[src/rtl/alu_seq.sv]
// Multi-cycle integer ALU: single-cycle arithmetic/logic ops plus an iterative
// unsigned restoring divider (one quotient bit per clock) behind a Start/Busy/We handshake.
module alu_seq #(
    parameter int WIDTH = 32,
    parameter int CNT_W = $clog2(WIDTH) + 1
) (
    input  logic             Clk,
    input  logic             Reset,
    input  logic             Start,
    input  logic [WIDTH-1:0] A,
    input  logic [WIDTH-1:0] B,
    input  logic [2:0]       ALUOp,
    output logic             Busy,
    output logic             Z,
    output logic             V,
    output logic             C,
    output logic [WIDTH-1:0] Result,
    output logic             We
);

    localparam logic [2:0] OP_ADD = 3'd0;
    localparam logic [2:0] OP_SUB = 3'd1;
    localparam logic [2:0] OP_AND = 3'd2;
    localparam logic [2:0] OP_OR  = 3'd3;
    localparam logic [2:0] OP_XOR = 3'd4;
    localparam logic [2:0] OP_SLT = 3'd5;
    localparam logic [2:0] OP_DIV = 3'd6;
    localparam logic [2:0] OP_MOD = 3'd7;

    typedef enum logic {IDLE, DIV} state_t;

    state_t           state_q, state_d;
    logic [WIDTH-1:0] rem_q, rem_d, quo_q, quo_d, dvs_q, dvs_d;
    logic [CNT_W-1:0] cnt_q, cnt_d;
    logic             mod_q, mod_d;
    logic [WIDTH-1:0] res_d;
    logic             z_d, v_d, c_d, we_d;

    logic             sub_op, slt;
    logic [WIDTH-1:0] b_op;
    logic [WIDTH:0]   sum;
    logic [WIDTH:0]   rem_sh, diff;
    logic             ge;
    logic [WIDTH-1:0] rem_nx, quo_nx;

    always_ff @(posedge Clk or negedge Reset) begin
        if (!Reset) begin
            state_q <= IDLE;
            rem_q   <= '0;
            quo_q   <= '0;
            dvs_q   <= '0;
            cnt_q   <= '0;
            mod_q   <= 1'b0;
            Result  <= '0;
            Z       <= 1'b0;
            V       <= 1'b0;
            C       <= 1'b0;
            We      <= 1'b0;
        end else begin
            state_q <= state_d;
            rem_q   <= rem_d;
            quo_q   <= quo_d;
            dvs_q   <= dvs_d;
            cnt_q   <= cnt_d;
            mod_q   <= mod_d;
            Result  <= res_d;
            Z       <= z_d;
            V       <= v_d;
            C       <= c_d;
            We      <= we_d;
        end
    end

    assign Busy = (state_q == DIV);

    // SUB reuses the adder as A + ~B + 1, so C doubles as the unsigned A >= B flag.
    assign sub_op = (ALUOp == OP_SUB);
    assign b_op   = sub_op ? ~B : B;
    assign sum    = {1'b0, A} + {1'b0, b_op} + {{WIDTH{1'b0}}, sub_op};
    assign slt    = ($signed(A) < $signed(B));

    // Shifted remainder needs one extra bit; the borrow of the trial subtract is the compare.
    assign rem_sh = {rem_q, quo_q[WIDTH-1]};
    assign diff   = rem_sh - {1'b0, dvs_q};
    assign ge     = ~diff[WIDTH];
    assign rem_nx = ge ? diff[WIDTH-1:0] : rem_sh[WIDTH-1:0];
    assign quo_nx = {quo_q[WIDTH-2:0], ge};

    always_comb begin
        state_d = state_q;
        rem_d   = rem_q;
        quo_d   = quo_q;
        dvs_d   = dvs_q;
        cnt_d   = cnt_q;
        mod_d   = mod_q;
        res_d   = Result;
        z_d     = Z;
        v_d     = V;
        c_d     = C;
        we_d    = 1'b0;

        case (state_q)
            IDLE: begin
                if (Start) begin
                    we_d = 1'b1;
                    v_d  = 1'b0;
                    c_d  = 1'b0;
                    case (ALUOp)
                        OP_ADD, OP_SUB: begin
                            res_d = sum[WIDTH-1:0];
                            c_d   = sum[WIDTH];
                            v_d   = (A[WIDTH-1] == b_op[WIDTH-1]) && (sum[WIDTH-1] != A[WIDTH-1]);
                        end
                        OP_AND: res_d = A & B;
                        OP_OR:  res_d = A | B;
                        OP_XOR: res_d = A ^ B;
                        OP_SLT: res_d = {{(WIDTH-1){1'b0}}, slt};
                        OP_DIV, OP_MOD: begin
                            if (B == '0) begin
                                res_d = (ALUOp == OP_MOD) ? A : '1;
                                v_d   = 1'b1;
                            end else begin
                                we_d    = 1'b0;
                                res_d   = Result;
                                v_d     = V;
                                c_d     = C;
                                state_d = DIV;
                                rem_d   = '0;
                                quo_d   = A;
                                dvs_d   = B;
                                cnt_d   = '0;
                                mod_d   = (ALUOp == OP_MOD);
                            end
                        end
                        default: res_d = Result;
                    endcase
                end
            end
            DIV: begin
                rem_d = rem_nx;
                quo_d = quo_nx;
                cnt_d = cnt_q + 1'b1;
                if (cnt_q == CNT_W'(WIDTH - 1)) begin
                    res_d   = mod_q ? rem_nx : quo_nx;
                    v_d     = 1'b0;
                    c_d     = 1'b0;
                    we_d    = 1'b1;
                    state_d = IDLE;
                end
            end
            default: state_d = IDLE;
        endcase

        if (we_d) z_d = (res_d == '0);
    end

endmodule
[config.mk]
export PLATFORM = sky130hd
export DESIGN_NAME = alu_seq
export DESIGN_NICKNAME = d
export VERILOG_FILES = /design/src/rtl/alu_seq.sv
export SDC_FILE = /design/constraint.sdc
export NUM_CORES = 1
export LEC_CHECK = 0
export ABC_AREA = 1
export CAP_MARGIN = 0
export CORE_ASPECT_RATIO = 2
export CORE_UTILIZATION = 60
export CTS_CLUSTER_SIZE = 12
export DETAILED_ROUTE_END_ITERATION = 6
export PLACE_DENSITY = 0.81
export SYNTH_ARGS = -nofsm -noshare
export SYNTH_HDL_FRONTEND = slang
export SYNTH_SLANG_ARGS = --single-unit
[constraint.sdc]
create_clock -name Clk -period 7 [get_ports Clk]
set_input_delay 0.7 -clock Clk [delete_from_list [all_inputs] [get_ports Clk]]
set_output_delay 0.7 -clock Clk [all_outputs]
set_load 0.005 [all_outputs]
**Word-level counts from Yosys, hierarchy flattened**

Cells that the tools add are included.
W data, S select, Z words.

- Bits in registers: 140
- Bits of input ports: 70
- Word-level logic and storage cells: 87

- Add/sub/neg operators: 4
- Order comparisons: 1
- Equal/unequal tests: 15
- Multiplexer cells: 40
- Bitwise operators: 7
- Reduce and logical (&&, ||, !) cells: 9

Operators by type and width:

| cell | count |
|---|---|
| $mux W32 | 13 |
| $pmux W32 S2 | 3 |
| $pmux W32 S6 | 1 |
| $logic_not A32 Y1 | 2 |
| $add A32 B32 Y33 | 1 |
| $add A33 B1 Y33 | 1 |
| $sub A33 B32 Y33 | 1 |
| $and A32 B32 Y32 | 1 |
| $lt A32 B32 Y1 | 1 |
| $not A32 Y32 | 1 |
| $or A32 B32 Y32 | 1 |
| $xor A32 B32 Y32 | 1 |
| $mux W6 | 3 |
| $mux W1 | 13 |
| $eq A3 B3 Y1 const B | 4 |
| $pmux W1 S2 | 6 |
| $pmux W6 S2 | 1 |
| $add A6 B1 Y6 const B | 1 |
| $eq A3 B2 Y1 const B | 2 |
| $eq A6 B5 Y1 const B | 1 |
| $reduce_and A3 Y1 | 2 |
| $ne A2 B1 Y1 const B | 2 |
| $ne A2 B2 Y1 const B | 2 |
| $reduce_and A4 Y1 | 1 |
| other kinds (8) | 11 |

**Longest topological paths before layout**

Gate-level depths: netlist (run 1).

- Word-level depth: 9
- Gate-level depth with buffers: 27
- Depth with buffers taken out: 25

**Least setup slack after synthesis (run 1)**

OpenSTA, ideal clock, no wires.

- Path type: input -> register
- Start point: in ALUOp[1]
- End point: reg Z
- Data arrival time: 3.494 ns
- Path slack: 3.442 ns
- Cell stages on the path: 25
- Path through: buf_2 inv_1 nand3_2 buf_1 xor2_1 fa_1 nand3_1 nand3_1 nand3_1 nand2_1 nand2_1 nand2_1 nand2_1 nand3_1 nand2_1 nand2_1 a21oi_1 nand2_1 nor2_1 nand2_1 nor2_1 nand2_1 inv_1 nand3_1 nand2_1

- Longest elaborated chain between the ends: 8
- Elaborated cells on any way between the ends: 22
- Those cells by class: 2 x add/sub; 7 x eq/ne; 9 x mux; 4 x reduce/logical

Ends and longest elaborated chain:

| what | RTL line | source |
|---|---|---|
| start: declaration | 12 | `input logic [2:0] ALUOp,` |
| $eq A3 B1 Y1 | 77, 108 |  |
| $mux W32 | 78 | `assign b_op = sub_op ? ~B : B;` |
| $add A32 B32 Y33 | 79 | `assign sum = {1'b0, A} + {1'b0, b_op} + {{WIDTH{1'b0}}, sub_op};` |
| $add A33 B1 Y33 | 79 |  |
| $pmux W32 S6 (*) | 108 | `case (ALUOp)` |
| $mux W32 (*) | 104 | `if (Start) begin` |
| $pmux W32 S2 (*) | 102 | `case (state_q)` |
| net res_d[12] | 36 | `logic [WIDTH-1:0] res_d;` |
| $logic_not A32 Y1 (*) | 154 | `if (we_d) z_d = (res_d == '0);` |
| end signal: assignment | 67 | `Z <= z_d;` |
| end: declaration | 14 | `output logic Z,` |

The timed path passes the listed nets; every way through them passes the cells marked *.
A chain may end at the register's enable or synchronous reset.

**Worst setup path after layout (run 1)**

Ends and elaborated chain as after synthesis.

==> impl_summary.md, run 1 <==
Floorplan
In this run the count of I/O pins placed on the die edge is 107. The placeable core region is 25200 µm². The initial utilization of the core area, before any placement, comes to 61.4%. In this run the vertical extent of the chip is 229 µm. The count of standard-cell rows is 82. The horizontal extent of the die is 116 µm. The area enclosed by the die boundary is 26500 µm².

Clock tree
Clock tree synthesis inserted a total of 17 buffers. The total clock sinks is 140. The number of buffers on the longest clock path is 2.

The total setup buffers inserted after CTS is 0. The maximum level of the CTS H-tree is 4. TritonCTS built the clock tree.

The number of gates given a new drive strength after cts is 0. For the worst-skew pair, the clock arrives at the later sink with an insertion delay of 430 ps. The post-CTS clock slew at the launch and capture registers of the worst setup and hold paths is 60 ps. The tree is rooted in a sky130_fd_sc_hd__clkbuf_16. The number of buffers inserted by hold repair at cts is 0.

Worst setup path
For the worst setup path, the data required time is 7370 ps. On the worst path, the slowest cell contributes a delay of 720 ps. The logic depth of the worst register-to-register path is 25. The worst setup path is launched from an input pin.

For this design, the slowest cell found on the critical path is sky130_fd_sc_hd__clkdlybuf4s50_1. The critical path class is input pin to flip-flop. The type of destination of the critical path is a flip-flop. In this run the worst path has a maximum fanout of 25.

STA puts the critical path data arrival time at 5260 ps. The cell seen most often among critical-path stages is sky130_fd_sc_hd__nand2_1.

STA
Across all setup checks in the final design, the least slack found is 2110 ps. At the pin with the least slew margin, the transition time is 1090 ps. Clock skew on the completed layout was measured at 9.49 ps.

Headroom to the max-slew limit came out at 27.3%. The part of the cycle the worst path needs is 69.8%. The maximum achievable frequency is 205 MHz. The final number of hold-violating endpoints is 0. The number of setup violations in the final report is 0. The sum of negative setup slack is 0 ps.

The final number of max-transition violations is 0. The worst path in the final design needs a cycle of 4890 ps, including I/O delays and setup. Setup repair after global routing left no endpoint under its margin.

Finish
The filler cells instantiated in the layout total 2288. The layout net count is 2770. After routing the design area is 17400 µm². The final core area utilization is 69.0%. In the final layout, the share of cells above drive strength 1 is 4.12%.

The number of antenna diodes in the final layout is 0. Compared with the post-synthesis result, the final layout area differs by 12.4%.

Worst hold path
The class of the worst hold path is input pin to async pin.

Global route
Entering global routing, the biggest net connects 89 pins. Global routing used 45.9% of the available tracks. The initial antenna violation count is 1. The first global-routing pass estimated 90800 µm of wire. The total overflow left after global routing is 0.

The number of global-route vias before repair is 16756.

Power and ir drop
The maximum vdd drop is 0.238 mV. The analysis attributes to cell leakage a power of 9.34 nW. The power per cell area is 378 nW/µm². After layout, the design draws a total of 6.58 mW.

Synth
The synthesized net count is 2709. The average cell area after synthesis is 6.25 µm². The async set-reset flop share out of synthesis is 100%. The main flop type after synthesis is sky130_fd_sc_hd__dfrtp_1.

The count of state elements after synthesis is 140. The synthesis warning total is 0. Synthesis instantiated 57 different standard cells from the library. In this run, synthesis inferred 0 flip-flops with an integrated enable.

The mapped netlist covers 15500 µm². Counting every instance in the synthesized netlist gives 2477. Of the synthesized area, sequential elements account for 22.6%.

Placed design
The HPWL after detailed placement is 44800 µm. The final weighted congestion in routability-driven placement is 1.03. The count of input and output buffers is 106. Once placement finished, the instance area stood at 16700 µm². The minimum setup slack after placement is 1930 ps.

Routing
The remaining antenna violation count is 0. The pre-antenna-repair detailed-routing pass consisted of 7 iterations. In this run, the number of DRC markers left after iteration 0 of detailed routing was 1819.

The average vias per placed instance is 5.99. The routed design has 59200 µm of wire. The routed layout has 17302 vias.

The detailed-route wire length per cell is 20.5 µm. The total DRC errors in the routed layout is 0.

Flow run
The tool flagged a number of max-cap violations equal to 0.

Outcome
The flow ran to the end, and the final reports show no timing, DRC or antenna violations.
-- registers in the layout, indices dropped and copies added, names as in the netlist --
name and count:
Result 32, Z 1, V 1, Busy 1, C 1, mod_q 1
We 1, dvs_q 32, cnt_q 6, quo_q 32, rem_q 32
-- layer usage --
layer | global-route usage [%] | vias up | routed length, µm
met5 | 0 | - | 13
met4 | 40.0 | 2 | 5900
met1 | 47.6 | 7963 | 20000
met3 | 12.3 | 329 | 5490
li1 | - | 8025 | -
met2 | 74.7 | 983 | 27800
-- final cells by class --
class	count	area, µm²	area share [%]
timing repair buffer	119	1160	6.66
inverter	418	1570	9.01
sequential	140	3500	20.1
clock inverter	13	236	1.36
multi-input combinational	1842	10100	57.8
tap	336	420	2.41
clock buffer	19	453	2.60
-- placed cells by master (no fill, tap or decap), types with 10 or more instances in the layout --
cell type,n
sky130_fd_sc_hd__nor3_1,29
sky130_fd_sc_hd__nand2_1,726
sky130_fd_sc_hd__nor2_1,227
sky130_fd_sc_hd__clkdlybuf4s50_1,105
sky130_fd_sc_hd__o221ai_1,31
sky130_fd_sc_hd__inv_1,412
sky130_fd_sc_hd__clkbuf_16,17
sky130_fd_sc_hd__a21o_1,20
sky130_fd_sc_hd__o21ai_0,97
sky130_fd_sc_hd__a22o_1,15
sky130_fd_sc_hd__a21oi_1,147
sky130_fd_sc_hd__buf_4,13
sky130_fd_sc_hd__a211oi_1,10
sky130_fd_sc_hd__dfrtp_1,139
sky130_fd_sc_hd__ha_1,160
sky130_fd_sc_hd__nand4_1,18
sky130_fd_sc_hd__xor2_1,40
sky130_fd_sc_hd__xnor2_1,15
sky130_fd_sc_hd__nand3_1,184
sky130_fd_sc_hd__nand2_2,26
sky130_fd_sc_hd__a221oi_1,12
-- through the flow --
step           cells  hold slack (ps)
6_report        2887              332
4_1_cts         2887              359
3_3_place_gp    2855              466
3_5_place_dp    2855              474
5_1_grt         2887              402
2_1_floorplan   2477              404
-- worst paths after layout --
kind / to / slack [ps] / startpoint
max reg2reg: Z$_DFFE_PN0P_ / 3090 / quo_q[31]$_DFFE_PN0P_
min reg2reg: dvs_q[22]$_DFFE_PN0P_ / 490 / dvs_q[22]$_DFFE_PN0P_
min in group Clk: dvs_q[22]$_DFFE_PN0P_ / 490 / dvs_q[22]$_DFFE_PN0P_
min: Result[5]$_DFF_PN0_ / 330 / Reset
max: Z$_DFFE_PN0P_ / 2110 / ALUOp[1]
max in group asynchronous: rem_q[26]$_DFFE_PN0P_ / 5450 / Reset
-- cell usage after synthesis, types with 2 or more instances --
cell | instances | area (µm²)
sky130_fd_sc_hd__a21oi_2 | 3 | 26.3
sky130_fd_sc_hd__a21o_1 | 20 | 150
sky130_fd_sc_hd__or2_2 | 4 | 25.0
sky130_fd_sc_hd__nand2_8 | 2 | 40.0
sky130_fd_sc_hd__and2_1 | 2 | 12.5
sky130_fd_sc_hd__buf_1 | 10 | 37.5
sky130_fd_sc_hd__o211ai_1 | 8 | 60.1
sky130_fd_sc_hd__o22ai_1 | 7 | 43.8
sky130_fd_sc_hd__o221ai_1 | 31 | 272
sky130_fd_sc_hd__a21oi_1 | 147 | 736
sky130_fd_sc_hd__nand2_2 | 25 | 156
sky130_fd_sc_hd__nand2_4 | 4 | 45.0
sky130_fd_sc_hd__dfrtp_1 | 140 | 3500
sky130_fd_sc_hd__o21ai_0 | 97 | 485
sky130_fd_sc_hd__fa_1 | 2 | 40.0
sky130_fd_sc_hd__a22o_1 | 15 | 131
sky130_fd_sc_hd__nand3b_1 | 9 | 67.6
sky130_fd_sc_hd__inv_2 | 5 | 18.8
sky130_fd_sc_hd__clkbuf_1 | 47 | 176
sky130_fd_sc_hd__buf_6 | 5 | 56.3
sky130_fd_sc_hd__a21boi_0 | 3 | 22.5
sky130_fd_sc_hd__o21ai_1 | 2 | 10.0
sky130_fd_sc_hd__xnor2_1 | 15 | 131
sky130_fd_sc_hd__nand4_1 | 18 | 113
sky130_fd_sc_hd__buf_2 | 12 | 60.1
sky130_fd_sc_hd__nand2_1 | 727 | 2730
sky130_fd_sc_hd__o21bai_1 | 8 | 60.1
sky130_fd_sc_hd__xor2_1 | 40 | 350
sky130_fd_sc_hd__a31oi_1 | 2 | 12.5
sky130_fd_sc_hd__a221oi_1 | 12 | 105
sky130_fd_sc_hd__nor2_4 | 2 | 22.5
sky130_fd_sc_hd__buf_4 | 2 | 15.0
sky130_fd_sc_hd__nor4_1 | 5 | 31.3
sky130_fd_sc_hd__nor2_2 | 5 | 31.3
sky130_fd_sc_hd__nand3_1 | 184 | 921
sky130_fd_sc_hd__nor3_1 | 29 | 145
sky130_fd_sc_hd__a211oi_1 | 10 | 75.1
sky130_fd_sc_hd__inv_1 | 412 | 1550
sky130_fd_sc_hd__nor2_1 | 229 | 860
sky130_fd_sc_hd__ha_1 | 160 | 2000
-- critical path, delay by kind of cell --
| kind | cells | cell delay, ps |
|---|---|---|
| and+or+nand+nor | 18 | 2190 |
| buffers and inverters | 4 | 1380 |
| adders and majority gates | 1 | 520 |
| AOI/OAI and AO/OA | 2 | 430 |
-- power by group --
part	switching (mW)	internal, mW
logic	2.72	1.39
registers	0.288	1.13
clock network	0.362	0.689
total	3.37	3.21
-- kinds of logic after synthesis --
kind of cell	Yosys count	share of synthesized area, %
AND/OR/NAND/NOR	1251	33.9
buffers and inverters	495	12.5
AO/OA/AOI/OAI	374	14.7
adder cells (fa/ha/maj)	162	13.2
flip-flops	140	22.6
XOR/XNOR	55	3.11
Power figures use the tool's default switching activity.
==> inputs of run 2 (changes only) <==
--- a/config.mk
+++ b/config.mk
@@ -8,10 +8,10 @@
 export ABC_AREA = 1
 export CAP_MARGIN = 0
 export CORE_ASPECT_RATIO = 2
-export CORE_UTILIZATION = 60
+export CORE_UTILIZATION = 56
 export CTS_CLUSTER_SIZE = 12
 export DETAILED_ROUTE_END_ITERATION = 6
-export PLACE_DENSITY = 0.81
+export PLACE_DENSITY = 0.79
 export SYNTH_ARGS = -nofsm -noshare
 export SYNTH_HDL_FRONTEND = slang
 export SYNTH_SLANG_ARGS = --single-unit
==> constraint.sdc (replaced) <==
create_clock -name Clk -period 4 [get_ports Clk]
set_input_delay 0.4 -clock Clk [delete_from_list [all_inputs] [get_ports Clk]]
set_output_delay 0.4 -clock Clk [all_outputs]
set_load 0.005 [all_outputs]
==> run 2 against run 1 <==
  * Combinational power increased by 73%
  * Via count decreased by 0.93%
  * First-iteration DRC count decreased by 13%
  * Sequential power increased by 75%
  * Wire length increased by 0.67%
  * Clock-buffer cell count unchanged
  * Global-route usage decreased by 3.3 points
  * Sequential share of layout area decreased by 0.63 points
  * Critical path depth unchanged
  * Setup slack got worse by 1900 ps
  * Clock power increased by 59%
  * Design area increased by 3.2%
  * Critical endpoint unchanged
  * Largest power group unchanged
  * Highest routed layer is now met4
==> impl_summary.md, run 2 (synthesized netlist as in run 1, its figures left out) <==
Finish
The filler-free cell count of the finished design is 2974 (+3.0%). The library cell used most frequently in the layout, excluding fill and tap cells, is sky130_fd_sc_hd__nand2_1. The final core area utilization is 66.5% (-2.4 points). The total non-filler cell area in the finished layout came to 18000 µm² (+3.2%). In the layout the commonest cells are 726 x sky130_fd_sc_hd__nand2_1, 412 x sky130_fd_sc_hd__inv_1, 227 x sky130_fd_sc_hd__nor2_1, 184 x sky130_fd_sc_hd__nand3_1, 160 x sky130_fd_sc_hd__ha_1.

The layout filler cell count is 2504 (+9.4%). The layout overhead on the synthesized area is 16.1%. The layout net count is 2845 (+2.7%). The fraction of layout cells with a size suffix above 1 is 6.82% (+2.7 points).

Outcome
The run finished with clean final reports.

Routing
The number of DRC violations after detailed-routing iteration 0 was 1579 (-13%). The length of the first detailed-routing pass in iterations is 6 (-1). The via count of the routed design is 17141 (-0.93%). The total wire length after detailed routing is 59600 µm (+0.67%). The detailed-route wire length per cell was 20.0 µm (-2.3%).

The average vias per placed instance is 5.76 (-3.8%). The remaining antenna violation count is 0 (unchanged). The total DRC errors in the routed layout came to 0 (unchanged).

Global route
The total global-route track usage is 42.5% (-3.3 points). The number of global-route vias before repair is 17031 (+1.6%). The global route total overflow was 0 (unchanged). The initial antenna violation count is 0 (-1). The maximum number of pins on one net before global-route repair is 108 (+21%). The first-pass GRT wire length came to 91700 µm (+1.0%).

STA
The worst-margin pin slew is 1010 ps (-76.8 ps). The worst slew margin relative to its limit came to 32.5% (+5.2 points). The maximum clock skew at final layout is 13.4 ps (+3.91 ps). Setup repair after global routing left no endpoint under its margin.

Based on the critical path, the design can be clocked at up to 265 MHz. The final number of hold-violating endpoints is 0 (unchanged). The number of setup violations in the final report is 0 (unchanged).

For the finished layout, the period the worst path requires is 3780 ps. The final critical path takes up 94.5% of the cycle. The final worst setup slack came to 221 ps (-1890 ps). The final number of max-transition violations is 0 (unchanged).

Floorplan
The die extent in y is 237 µm (+3.5%). The horizontal extent of the die is 120 µm (+3.4%). The count of standard-cell rows is 85 (+3.7%). The placeable core region is 27000 µm² (+7.0%). The number of top-level design ports is 107 (unchanged).

The area enclosed by the die boundary came to 28400 µm² (+7.0%). The initial cell density of the core was 57.3% (-4.0 points).

Power and ir drop
The reported net switching power was 5.76 mW (+71%). The part of the power in combinational logic is 63.1% (+0.7 points). The static leakage was 9.70 nW (+3.8%). The proportion of power drawn by flip-flops and latches is 22.1% (+0.5 points). The maximum vdd drop is 0.372 mV (+56%). The clock share of power is 14.8% (-1.2 points).

The switching power as a share of total power was 51.0% (-0.21 points). The internal power summed over all cells is 5.53 mW (+72%). The power per cell area is 628 nW/µm² (+66%).

Placed design
The total placed cells including tap cells was 2942 (+3.0%). The placed standard-cell area is 17300 µm² (+3.8%). The count of input and output buffers was 106 (unchanged).

The final weighted congestion in routability-driven placement is 1.07 (+4.2%). The HPWL after detailed placement is 47900 µm (+6.8%). The minimum setup slack after placement was -122 ps (-2060 ps).

Worst setup path
The worst setup path is captured at a flip-flop. The kind of start point of the critical path is an input pin. The critical path buffer and inverter count is 5 (+1). The largest individual stage delay along the critical path comes from the cell sky130_fd_sc_hd__clkdlybuf4s50_1. The largest fanout of any net on the critical path is 18 (-28%). The logic depth of the worst register-to-register path is 25 (unchanged). The critical path's largest stage delay is 520 ps (-200 ps). The critical path class is input pin to flip-flop.

On the critical path the largest part of the delay comes from simple AND/OR/NAND/NOR gates. By instance count, the cell type seen most on the critical path is sky130_fd_sc_hd__nand2_1. The data arrival at the endpoint of the critical path is 4140 ps (-1120 ps). The endpoint required time on the critical path is 4360 ps (-3010 ps). The critical path depth is 25 (unchanged).

Clock tree
The clock latency at the later pin of the worst-skew pair is 440 ps (about the same). The number of buffers on the longest clock path is 2 (unchanged). The total CTS buffers is 17 (unchanged). The total setup buffers inserted after CTS is 0 (unchanged). The number of gates given a new drive strength after cts was 0 (unchanged). The number of buffers inserted by hold repair at cts is 0 (unchanged).

The total clock sinks is 140 (unchanged). The post-CTS clock slew at the launch and capture registers of the worst setup and hold paths is 60 ps (about the same). In this run the clock root is driven by a sky130_fd_sc_hd__clkbuf_16. TritonCTS built the clock tree. The maximum level of the CTS H-tree is 4 (unchanged).

Worst hold path
The path class of the tightest hold or removal check is input pin to async pin.

Flow run
The count of max-cap constraint violations is 0 (unchanged).
## run 2: power groups by stage
stage          clock network (mW)  logic [mW]  registers (mW)
2_1_floorplan                   0        4.93            2.30
3_3_place_gp                    0        6.70            2.45
3_5_place_dp                    0        6.88            2.47
4_1_cts                      1.67        6.94            2.46
5_1_grt                      1.72        7.85            2.53
6_report                     1.67        7.13            2.49
## run 2: routing by layer
metal | routed length (µm) | part of all wire, % | GRT usage, %
met5 | 0 | 0 | 0
met3 | 3370 | 5.6 | 5.23
met2 | 30100 | 50 | 76.5
met4 | 5380 | 9.0 | 33.2
met1 | 20800 | 35 | 44.1
## run 2: through the flow
stage,power [mW],setup TNS [ps],hold slack [ps]
detailed placement,9.34,-122,476
global placement,9.15,-157,466
global route,12.1,0,157
floorplan,7.24,0,104
CTS,11.1,0,118
finish,11.3,0,60.0
## run 2: area by class of cell
cell class / instances / area [µm²] / share of cell area [%]
multi-input combinational: 1842 / 10100 / 56.1
antenna: 1 / 2.50 / 0.0139
inverter: 418 / 1570 / 8.73
sequential: 140 / 3500 / 19.5
timing repair buffer: 194 / 1770 / 9.86
clock inverter: 12 / 161 / 0.898
tap: 348 / 435 / 2.42
clock buffer: 19 / 453 / 2.52
## run 2: final timing paths
| check | from | end | slack, ps |
|---|---|---|---|
| worst max-delay path | ALUOp[0] | Z$_DFFE_PN0P_ | 220 |
| worst min register to register | dvs_q[2]$_DFFE_PN0P_ | dvs_q[2]$_DFFE_PN0P_ | 490 |
| min in group Clk | dvs_q[2]$_DFFE_PN0P_ | dvs_q[2]$_DFFE_PN0P_ | 490 |
| worst max register to register | quo_q[31]$_DFFE_PN0P_ | Z$_DFFE_PN0P_ | 240 |
| max in group asynchronous | Reset | dvs_q[2]$_DFFE_PN0P_ | 2980 |
| worst min-delay path | Reset | rem_q[27]$_DFFE_PN0P_ | 60 |
